$ cat src/rtl/dct_pkg.sv
// Shared 8x8 DCT definitions: block size, cosine table, rounding and pass-control states.
package dct_pkg;

    localparam int N        = 8;
    localparam int COS_FRAC = 14;
    localparam int SHIFT    = COS_FRAC + 1;   // cosine scale plus the 1/2 of each 1-D pass
    localparam logic signed [31:0] ROUND_C = 32'sd1 <<< COS_FRAC;

    typedef enum logic [1:0] {LOAD, ROW, COL, OUT} dct_state_t;

    // COS[u][n] = round(16384 * cos((2n+1)u*pi/16)); row 0 folds C(0) = 1/sqrt2.
    function automatic logic signed [15:0] cos_coef(input logic [2:0] u, input logic [2:0] n);
        logic [6:0]         prod;
        logic [4:0]         k;
        logic [3:0]         m;
        logic               neg;
        logic signed [15:0] mag;
        // Angle in units of pi/16, folded into the first half-period.
        prod = {3'b000, n, 1'b1} * {4'b0000, u};
        k    = prod[4:0];
        if (k > 5'd16) k = 5'd0 - k;
        neg  = (k > 5'd8);
        m    = neg ? 4'(5'd16 - k) : k[3:0];
        case (m)
            4'd0:    mag = 16'sd16384;
            4'd1:    mag = 16'sd16069;
            4'd2:    mag = 16'sd15137;
            4'd3:    mag = 16'sd13623;
            4'd4:    mag = 16'sd11585;
            4'd5:    mag = 16'sd9102;
            4'd6:    mag = 16'sd6270;
            4'd7:    mag = 16'sd3196;
            default: mag = 16'sd0;
        endcase
        if (u == 3'd0) return 16'sd11585;
        return neg ? -mag : mag;
    endfunction

endpackage

$ cat src/rtl/dct_mac.sv
// Shared multiply-accumulate for both DCT passes: 16x16 signed product, 32-bit
// accumulator, round-half-up shift, and 12-bit saturated view for the final pass.
module dct_mac
    import dct_pkg::*;
(
    input  logic               sys_clk,
    input  logic               sys_rst,
    input  logic               en,
    input  logic               clr,
    input  logic signed [15:0] a,
    input  logic signed [15:0] b,
    output logic signed [15:0] rnd16,
    output logic signed [11:0] sat12
);

    logic signed [31:0] acc;
    logic signed [31:0] prod;
    logic signed [31:0] rsum;
    logic signed [31:0] rnd;

    assign prod = a * b;

    // Accumulator: clr starts a new sum with the current product.
    // NOTE: state registers use non-blocking (<=) so every flop samples pre-edge values.
    always_ff @(posedge sys_clk or posedge sys_rst) begin
        if (sys_rst)  acc <= '0;
        else if (en)  acc <= clr ? prod : acc + prod;
    end

    // Round half toward +inf, then clamp to the coefficient range.
    // NOTE: every output gets a value on every path, so no latches are inferred.
    always_comb begin
        rsum  = acc + ROUND_C;
        rnd   = rsum >>> SHIFT;
        rnd16 = rnd[15:0];
        if (rnd > 32'sd2047)       sat12 = 12'h7FF;
        else if (rnd < -32'sd2048) sat12 = 12'h800;
        else                       sat12 = rnd[11:0];
    end

endmodule

$ cat src/rtl/fdct_8x8.sv
// Forward 8x8 2-D DCT: load a pixel block, row pass, column pass on one MAC, stream coefficients.
module fdct_8x8
    import dct_pkg::*;
#(
    parameter int PIX_W  = 8,
    parameter int COEF_W = 16
)(
    input  logic              sys_clk,
    input  logic              sys_rst,
    input  logic              pix_valid,
    output logic              pix_ready,
    input  logic [PIX_W-1:0]  pix_data,
    output logic              coef_valid,
    input  logic              coef_ready,
    output logic [COEF_W-1:0] coef_data,
    output logic              coef_last,
    output logic              busy
);

    localparam int S_W = PIX_W + 1;
    localparam logic [S_W-1:0] LEVEL = {2'b01, {(PIX_W-1){1'b0}}};

    dct_state_t state, state_nx;
    logic [5:0] idx;      // load / output position
    logic [2:0] outer;    // row r (ROW) or column l (COL)
    logic [2:0] inner;    // frequency u (ROW) or k (COL)
    logic [3:0] step;     // 0..7 MAC, 8 writeback
    logic       ready_q;

    logic signed [S_W-1:0] pix_buf [N*N];
    logic signed [15:0]    t_buf   [N*N];
    logic signed [11:0]    f_buf   [N*N];

    logic                  pix_fire, coef_fire, wb, pass_done;
    logic [5:0]            rd_addr, wr_addr;
    logic signed [S_W-1:0] a_pix;
    logic signed [11:0]    f_out;
    logic                  mac_en, mac_clr;
    logic signed [15:0]    mac_a, mac_b, rnd16;
    logic signed [11:0]    sat12;

    assign pix_ready  = ready_q;
    assign pix_fire   = pix_valid && ready_q;
    assign coef_valid = (state == OUT);
    assign coef_fire  = coef_valid && coef_ready;
    assign coef_last  = coef_valid && (idx == 6'd63);
    assign busy       = (state != LOAD);
    assign wb         = step[3];
    assign pass_done  = wb && (inner == 3'd7) && (outer == 3'd7);

    // Operand/result addressing: ROW walks s[r][n], COL walks T[m][l] and writes F[k][l].
    always_comb begin
        rd_addr = (state == COL) ? {step[2:0], outer} : {outer, step[2:0]};
        wr_addr = (state == COL) ? {inner, outer}     : {outer, inner};
        a_pix   = pix_buf[rd_addr];
        mac_a   = (state == COL) ? t_buf[rd_addr] : 16'(a_pix);
        mac_b   = cos_coef(inner, step[2:0]);
        mac_en  = ((state == ROW) || (state == COL)) && !step[3];
        mac_clr = (step == 4'd0);
        f_out   = f_buf[idx];
        coef_data = coef_valid ? COEF_W'(f_out) : '0;
    end

    dct_mac u_mac (
        .sys_clk (sys_clk),
        .sys_rst (sys_rst),
        .en      (mac_en),
        .clr     (mac_clr),
        .a       (mac_a),
        .b       (mac_b),
        .rnd16   (rnd16),
        .sat12   (sat12)
    );

    // State register.
    always_ff @(posedge sys_clk or posedge sys_rst) begin
        if (sys_rst) state <= LOAD;
        else         state <= state_nx;
    end

    // Next-state logic: LOAD -> ROW -> COL -> OUT -> LOAD.
    always_comb begin
        state_nx = state;
        case (state)
            LOAD: if (pix_fire && idx == 6'd63)  state_nx = ROW;
            ROW:  if (pass_done)                 state_nx = COL;
            COL:  if (pass_done)                 state_nx = OUT;
            OUT:  if (coef_fire && idx == 6'd63) state_nx = LOAD;
            default:                             state_nx = LOAD;
        endcase
    end

    // Counters and registered pix_ready (low in reset, high one cycle after entering LOAD).
    always_ff @(posedge sys_clk or posedge sys_rst) begin
        if (sys_rst) begin
            idx     <= '0;
            outer   <= '0;
            inner   <= '0;
            step    <= '0;
            ready_q <= 1'b0;
        end else begin
            ready_q <= (state_nx == LOAD);
            case (state)
                LOAD: if (pix_fire) idx <= idx + 6'd1;
                ROW, COL: begin
                    if (wb) begin
                        step  <= '0;
                        inner <= inner + 3'd1;
                        if (inner == 3'd7) outer <= outer + 3'd1;
                    end else begin
                        step <= step + 4'd1;
                    end
                end
                OUT: if (coef_fire) idx <= idx + 6'd1;
                default: ;
            endcase
        end
    end

    // Block buffers: level-shifted pixels, row-pass results, final coefficients.
    // NOTE: storage arrays are not reset; their contents are always rewritten before being read.
    always_ff @(posedge sys_clk) begin
        if (pix_fire)              pix_buf[idx]     <= {1'b0, pix_data} - LEVEL;
        if (state == ROW && wb)    t_buf[wr_addr]   <= rnd16;
        if (state == COL && wb)    f_buf[wr_addr]   <= sat12;
    end

endmodule

$ cat config.mk
export PLATFORM = sky130hd
export DESIGN_NAME = fdct_8x8
export DESIGN_NICKNAME = d
export VERILOG_FILES = /design/src/rtl/dct_pkg.sv /design/src/rtl/dct_mac.sv /design/src/rtl/fdct_8x8.sv
export SDC_FILE = /design/constraint.sdc
export NUM_CORES = 2
export LEC_CHECK = 0
export ABC_AREA = 1
export BUFFER_PORTS_ARGS = -buffer_cell sky130_fd_sc_hd__buf_4
export CORE_UTILIZATION = 44
export CTS_BUF_LIST = sky130_fd_sc_hd__clkbuf_4
export CTS_CLUSTER_DIAMETER = 60
export DETAILED_ROUTE_END_ITERATION = 16
export GPL_ROUTABILITY_DRIVEN = 0
export HOLD_SLACK_MARGIN = 0.06
export MAX_ROUTING_LAYER = met4
export PLACE_DENSITY = 0.6
export RECOVER_POWER = 50
export SLEW_MARGIN = 20
export SYNTH_ARGS = -nofsm -noshare
export SYNTH_HDL_FRONTEND = slang
export SYNTH_SLANG_ARGS = --single-unit
$ cat constraint.sdc
create_clock -name sys_clk -period 11.1 [get_ports sys_clk]
set_clock_uncertainty 0.15 [all_clocks]
set_input_delay 1.665 -clock sys_clk [delete_from_list [all_inputs] [get_ports sys_clk]]
set_output_delay 1.665 -clock sys_clk [all_outputs]
set_load 0.02 [all_outputs]
### After elaboration in Yosys (flattened, before gate mapping)

Memory sizes are Yosys's and may differ from the RTL's.
Cells that the tools add are included.

| word-level totals | value |
|---|---|
| input bits | 12 |
| memory bits (read-only) | 120 |
| output and inout port bits | 20 |
| logic and storage cells | 86 |
| memories | 4 |
| register bits | 51 |
| RAM bits | 2368 |

| operators by class | value |
|---|---|
| $mul | 2 |
| equal/unequal tests | 8 |
| muxes and demuxes | 29 |
| $add $sub $neg | 10 |
| reductions and logical operators | 22 |
| magnitude comparators | 4 |

Memories:

| memory | depth | width | read ports | clocked after memory_dff | write ports | RTL line | RTL |
|---|---|---|---|---|---|---|---|
| t_buf | 64 | 16 | 1 | 0 | 1 | fdct_8x8.sv:31 | `logic signed [15:0] t_buf [N*N];` |
| f_buf | 64 | 12 | 1 | 0 | 1 | fdct_8x8.sv:32 | `logic signed [11:0] f_buf [N*N];` |
| pix_buf | 64 | 9 | 1 | 0 | 1 | fdct_8x8.sv:30 | `logic signed [S_W-1:0] pix_buf [N*N];` |
| (name not given) | 8 | 15 | 1 | 0 | 0 | dct_pkg.sv:24 | `case (m)` |

Operators with widths:

| kind | count |
|---|---|
| $mux 16 | 6 |
| $add 32x16->32 const B | 1 |
| $add 32x32->32 | 1 |
| $mul 16x16->32 | 1 |
| $mux 32 | 1 |
| $mux 12 | 2 |
| $mux 6 | 4 |
| $gt 17x12->1 const B | 1 |
| $lt 17x12->1 const B | 1 |
| $neg 16->16 | 1 |
| $pmux 6 s2 | 1 |
| $logic_and 1x1->1 | 10 |
| $sub 8x8->9 const B | 1 |
| $mux 2 | 4 |
| $mux 4 | 2 |
| $pmux 2 s4 | 1 |
| $mux 1 | 7 |
| $add 3x1->3 const B | 2 |
| $add 6x1->6 const B | 1 |
| $eq 3x3->1 const B | 2 |
| $eq 6x6->1 const B | 1 |
| $reduce_and 3->1 | 2 |
| $gt 5x4->1 const B | 1 |
| $gt 5x5->1 const B | 1 |
| 17 further kinds | 20 |

### Depth between registers and ports, before layout

An unclocked memory read counts as a cell.

| logic depth | value |
|---|---|
| depth in word-level cells | 13 |
| gate-level depth with buffers | 69 |
| gate-level depth less buffers | 68 |

### Modules after synthesis

A second synthesis with hierarchy kept.

| unflattened totals | value |
|---|---|
| cell total of the unflattened synthesis | 8751 |
| area total of the unflattened synthesis | 107119.0 um2 |

Modules (own cells, without submodules):

| module | seq. area each (um2) | instances | area an instance (um2) | cells an instance |
|---|---|---|---|---|
| fdct_8x8 | 69661.8 | 1 | 92022.0 | 6529 |
| dct_mac | 800.8 | 1 | 15097.0 | 2222 |

### Worst setup path before layout

No wires, ideal clock.

| timing path | value |
|---|---|
| path type | register to register |
| start point | reg inner[0] |
| end point | reg u_mac.acc[25] |
| setup time | 0.138 ns |
| arrival time | 10.512 ns |
| path slack | 0.300 ns |
| buffers on the path | 2 |
| period minus slack after synthesis | 10.800 ns |
| cell stages (with the launch flop) | 57 |
| required time | 10.812 ns |
| path through | dfrtp_1 > buf_2 > nand2_1 > fa_1 > inv_1 > ha_1 > fa_1 > nor2_1 > nand2_1 > nand3_2 > nand2_1 > o21ai_2 > ha_1 > nand3_1 > nand2_4 > nand2_8 > nand2_2 > nand2_2 > [21 not listed] > ha_1 > nand2_1 > nand2_1 > a31oi_1 > nand2_1 > a31oi_1 > o21ai_0 > a21oi_1 > xor2_1 > ha_1 > a21oi_1 > o21ai_0 > o21bai_1 > a21oi_1 > o21ai_0 > or2_2 > nand3_1 > a31oi_1 |

| between the ends | value |
|---|---|
| word-level cells in the longest chain between the ends | 13 |
| elaborated cells between the ends (all ways) | 17 |
| those cells by class | add/sub (4); mul (2); order compare (2); mux (7); reduce/logical (1); memory (1) |

RTL lines:

| item | RTL line | RTL |
|---|---|---|
| from (decl) | fdct_8x8.sv:26 | `logic [2:0] inner;` |
| from (signal assigned) | fdct_8x8.sv:108 | `inner <= inner + 3'd1;` |
| $mul 4x3->5 | dct_pkg.sv:19 | `prod = {3'b000, n, 1'b1} * {4'b0000, u};` |
| $sub 1x5->5 / $gt 5x5->1 (equally long branches) | dct_pkg.sv:21 | `if (k > 5'd16) k = 5'd0 - k;` |
| $mux 5 | dct_pkg.sv:21 |  |
| $sub 1x4->4 / $gt 5x4->1 (equally long branches) | dct_pkg.sv:23, dct_pkg.sv:22 |  |
| $mux 4 | dct_pkg.sv:23 | `m = neg ? 4'(5'd16 - k) : k[3:0];` |
| $mem_v2 8x15 | n/a |  |
| $mux 16 | dct_pkg.sv:24 |  |
| $neg 16->16 | dct_pkg.sv:36 | `return neg ? -mag : mag;` |
| $mux 16 | dct_pkg.sv:36 |  |
| $mux 16 (*) | dct_pkg.sv:36 |  |
| $mul 16x16->32 (*) | dct_mac.sv:21 | `assign prod = a * b;` |
| $add 32x32->32 | dct_mac.sv:27 | `else if (en) acc <= clr ? prod : acc + prod;` |
| $mux 32 (*) | dct_mac.sv:27 |  |
| to (signal assigned) | dct_mac.sv:27 |  |
| to (decl) | dct_mac.sv:16 | `logic signed [31:0] acc;` |

Mark *: on every way between the ends. The rest lies on a longest branch, timed or not.
A chain may end at the register's enable or synchronous reset.

### Worst setup path in the final report

| timing path | value |
|---|---|
| start point | reg inner[2] |
| end point | reg u_mac.acc[31] |

The elaborated chain is that of the path after synthesis.

==> run metrics <==
run status=finished, violations left; failing checks=capacitance limit, slew limit; Sink Count=roughly 2.4k; Distinct cells, synth=64; vias per inst=about 5.6; Worst Hold Class=reg -> reg; DP Area=about 0.11 mm2; number of CTS-inserted buffers=approximately 620; DR pass1 iterations=6; hold path cells=2; layout cell share with drive strength beyond 1=just under 20%; Main synth FF type=edfxtp_1; area of the mapped netlist=0.1056 mm2; Critical Path End Type=flip-flop; Synth Register Bits=2355; H-tree depth=6; Required @ worst endpoint=between 10000 and 15000 ps; CP Data Arrival Time=between 10000 and 15000 ps; Tot GR Track Use=between 20 and 30%; Worst Hold Launch=u_mac.acc[0]$_DFFE_PP0P_; Mapped Cells=8717; reg-to-reg endpoint=u_mac.acc[31]$_DFFE_PP0P_; Ys Warns=0; max-cap violations=11; Area growth, synth to finish=14.64%; startpoint types=flip-flop; full die area=roughly 0.24 mm2; layout net count=between 9k and 10k; Leak=around 47 nW; Final Slew Violations=704; reg2reg setup slack=about 250 ps; worst-path fanout max=5; # IOs=32; largest net degree at the start of global routing=~110; height of the chip=roughly 490 um; # DRC=0; Starting Density=44.31%; CTS max path bufs=4; normalized max-slew margin=-202.6%; wire per inst=about 24 um; Routed Antenna Nets=0; WS Path Type=reg -> reg; clk_lat worst skew=~1400 ps; crit-path max cell delay=~530 ps; drt total wl=a little over 300000 um; first-pass GRT wire length=between 400000 and 500000 um; row count=about 180; Post-synth EDFFs=between 2k and 2.5k; final count of negative-setup-slack endpoints=0; hold buffers post-CTS=0; worst ir drop on vdd=between 0.1 and 0.15 mV; vias in the first global route=roughly 72k; Fmax=just over 0.09 GHz; hold path endpoint=u_mac.acc[0]$_DFFE_PP0P_; RR Startpoint=inner[2]$_DFFE_PP0P_; most frequent cells in the layout=2304 x edfxtp_1, 1735 x nand2_1, 1065 x nand3_1; Avg Inst Size Synth=between 10 and 15 um2; PwrDens=between 100 and 150 mW/mm2; min Tclk post-route=~11000 ps; asr flop ratio synth=approximately 2.2%; Hold Vio Cnt, Final=0; initial antenna violation count=6; most common cell after layout, fill and taps aside=edfxtp_1; Hold Slack=349.9 ps; total number of vias=73.02k; syn nets=9130; register area share after synthesis=roughly two thirds; root cell of the clock tree=clkbuf_4; R2R depth=64; grt ovf=0; Core ar.=between 0.2 and 0.25 mm2; CP max stage cell=fa_1; worst-margin pin slew=~4500 ps; I/O Buffers=31; Final Cycle Share=between 90% and 100%; RSZ-0062 raised after global routing=yes; Reg clk slew, reported paths=~70 ps; total power=around 0.017 W; post-route cell area=0.1211 mm2; initial detailed-routing violation count=~7.5k; Horiz. Die Dim=between 400 and 500 um; DP Wirelength=roughly 190000 um; Final WS setup=around 250 ps; Place WS=-278.6 ps; post-layout util=between 50% and 60%; TritonCTS clock tree=yes
## through the flow
step	setup TNS, ps	std cells
after global routing	-1532	12950
after detailed placement	-998.3	11900
after CTS	0	12920
after floorplan	0	8717
after global placement	-273.0	11900
final	0	12960
## where the power goes
part / switching [W] / leakage, nW / total, W / internal, W
Clock: 0.00343 / 4.51 / 0.00733 / 0.00389
Combinational: 0.0000387 / 17.5 / 0.0000399 / 0.00000114
Sequential: 0 / 25.2 / 0.00964 / 0.00964
## sequential cells by signal, summed over array words and instances, names as in the netlist
register	flops
t_buf	1024
f_buf	768
pix_buf	512
u_mac.acc	32
idx	6
step	4
inner	3
outer	3
state	2
pix_ready	1
## logic make-up after synthesis
family / count (synthesis) / share of synthesized area (%)
simple gates: 3837 / 15.78
flops: 2355 / 66.73
compound gates: 1050 / 6.324
buf+inv: 1000 / 3.886
fa+ha+maj: 401 / 6.649
xor+xnor: 72 / 0.6114
mux: 2 / 0.02133
## metal layers
metal  global-route usage (%)  part of all wire (%)  vias up
met5                        -                     0        -
met4                    10.49                   3.8        0
met3                    5.142                   8.2      601
met2                    40.13                    48     3321
met1                    33.08                    40    36260
li1                         -                     -    32840
## final cells by class
cell class | count | area [um2]
fill | 20920 | 117200
sequential | 2355 | 70460
multi-input combinational | 5363 | 32580
clock buffer | 901 | 6764
timing repair buffer | 540 | 4577
tap | 3167 | 3963
inverter | 511 | 1997
clock inverter | 113 | 698.2
antenna | 4 | 10.01
timing repair inverter | 1 | 6.256
## worst max-delay path by stage
stage               depth (start not counted)                         to  slack (ps)            startpoint
finish                                     64  u_mac.acc[31]$_DFFE_PP0P_         250  inner[2]$_DFFE_PP0P_
global route                               63  u_mac.acc[31]$_DFFE_PP0P_        -240   step[1]$_DFFE_PP0N_
CTS                                        62  u_mac.acc[28]$_DFFE_PP0P_           6  inner[0]$_DFFE_PP0P_
detailed placement                         54  u_mac.acc[31]$_DFFE_PP0P_        -280  inner[2]$_DFFE_PP0P_
global placement                           53  u_mac.acc[31]$_DFFE_PP0P_        -180  inner[2]$_DFFE_PP0P_
floorplan                                  56  u_mac.acc[25]$_DFFE_PP0P_         300  inner[0]$_DFFE_PP0P_
## worst max-delay path, delay by kind of cell, from the launching register on
| family | cells | cell delay, ps |
|---|---|---|
| xor+xnor | 1 | 230 |
| compound gates | 7 | 1350 |
| flops | 1 | 350 |
| buf+inv | 14 | 1160 |
| fa+ha+maj | 12 | 4920 |
| simple gates | 30 | 2630 |
## cell usage after synthesis (119+ instances only)
cell type,number,area share (%)
clkbuf_1,214,0.76
nor2_1,655,2.3
ha_1,134,1.6
nand2_1,1770,6.3
buf_2,195,0.92
o22ai_1,151,0.89
nand3_1,1075,5.1
fa_1,267,5.1
edfxtp_1,2304,66
o21ai_0,381,1.8
inv_1,467,1.7
a22oi_1,122,0.87
nand4_1,139,0.82
a21oi_1,119,0.56
## timing repair
item | 4_1_cts | 5_1_grt
gates resized for setup | 12 | 189
pin swaps | 3 | 66
setup buffers | 4 | 32
cloned | 0 | 3
endpoints found under the setup margin | 10 | 19
(Power assumes the default switching activity.)
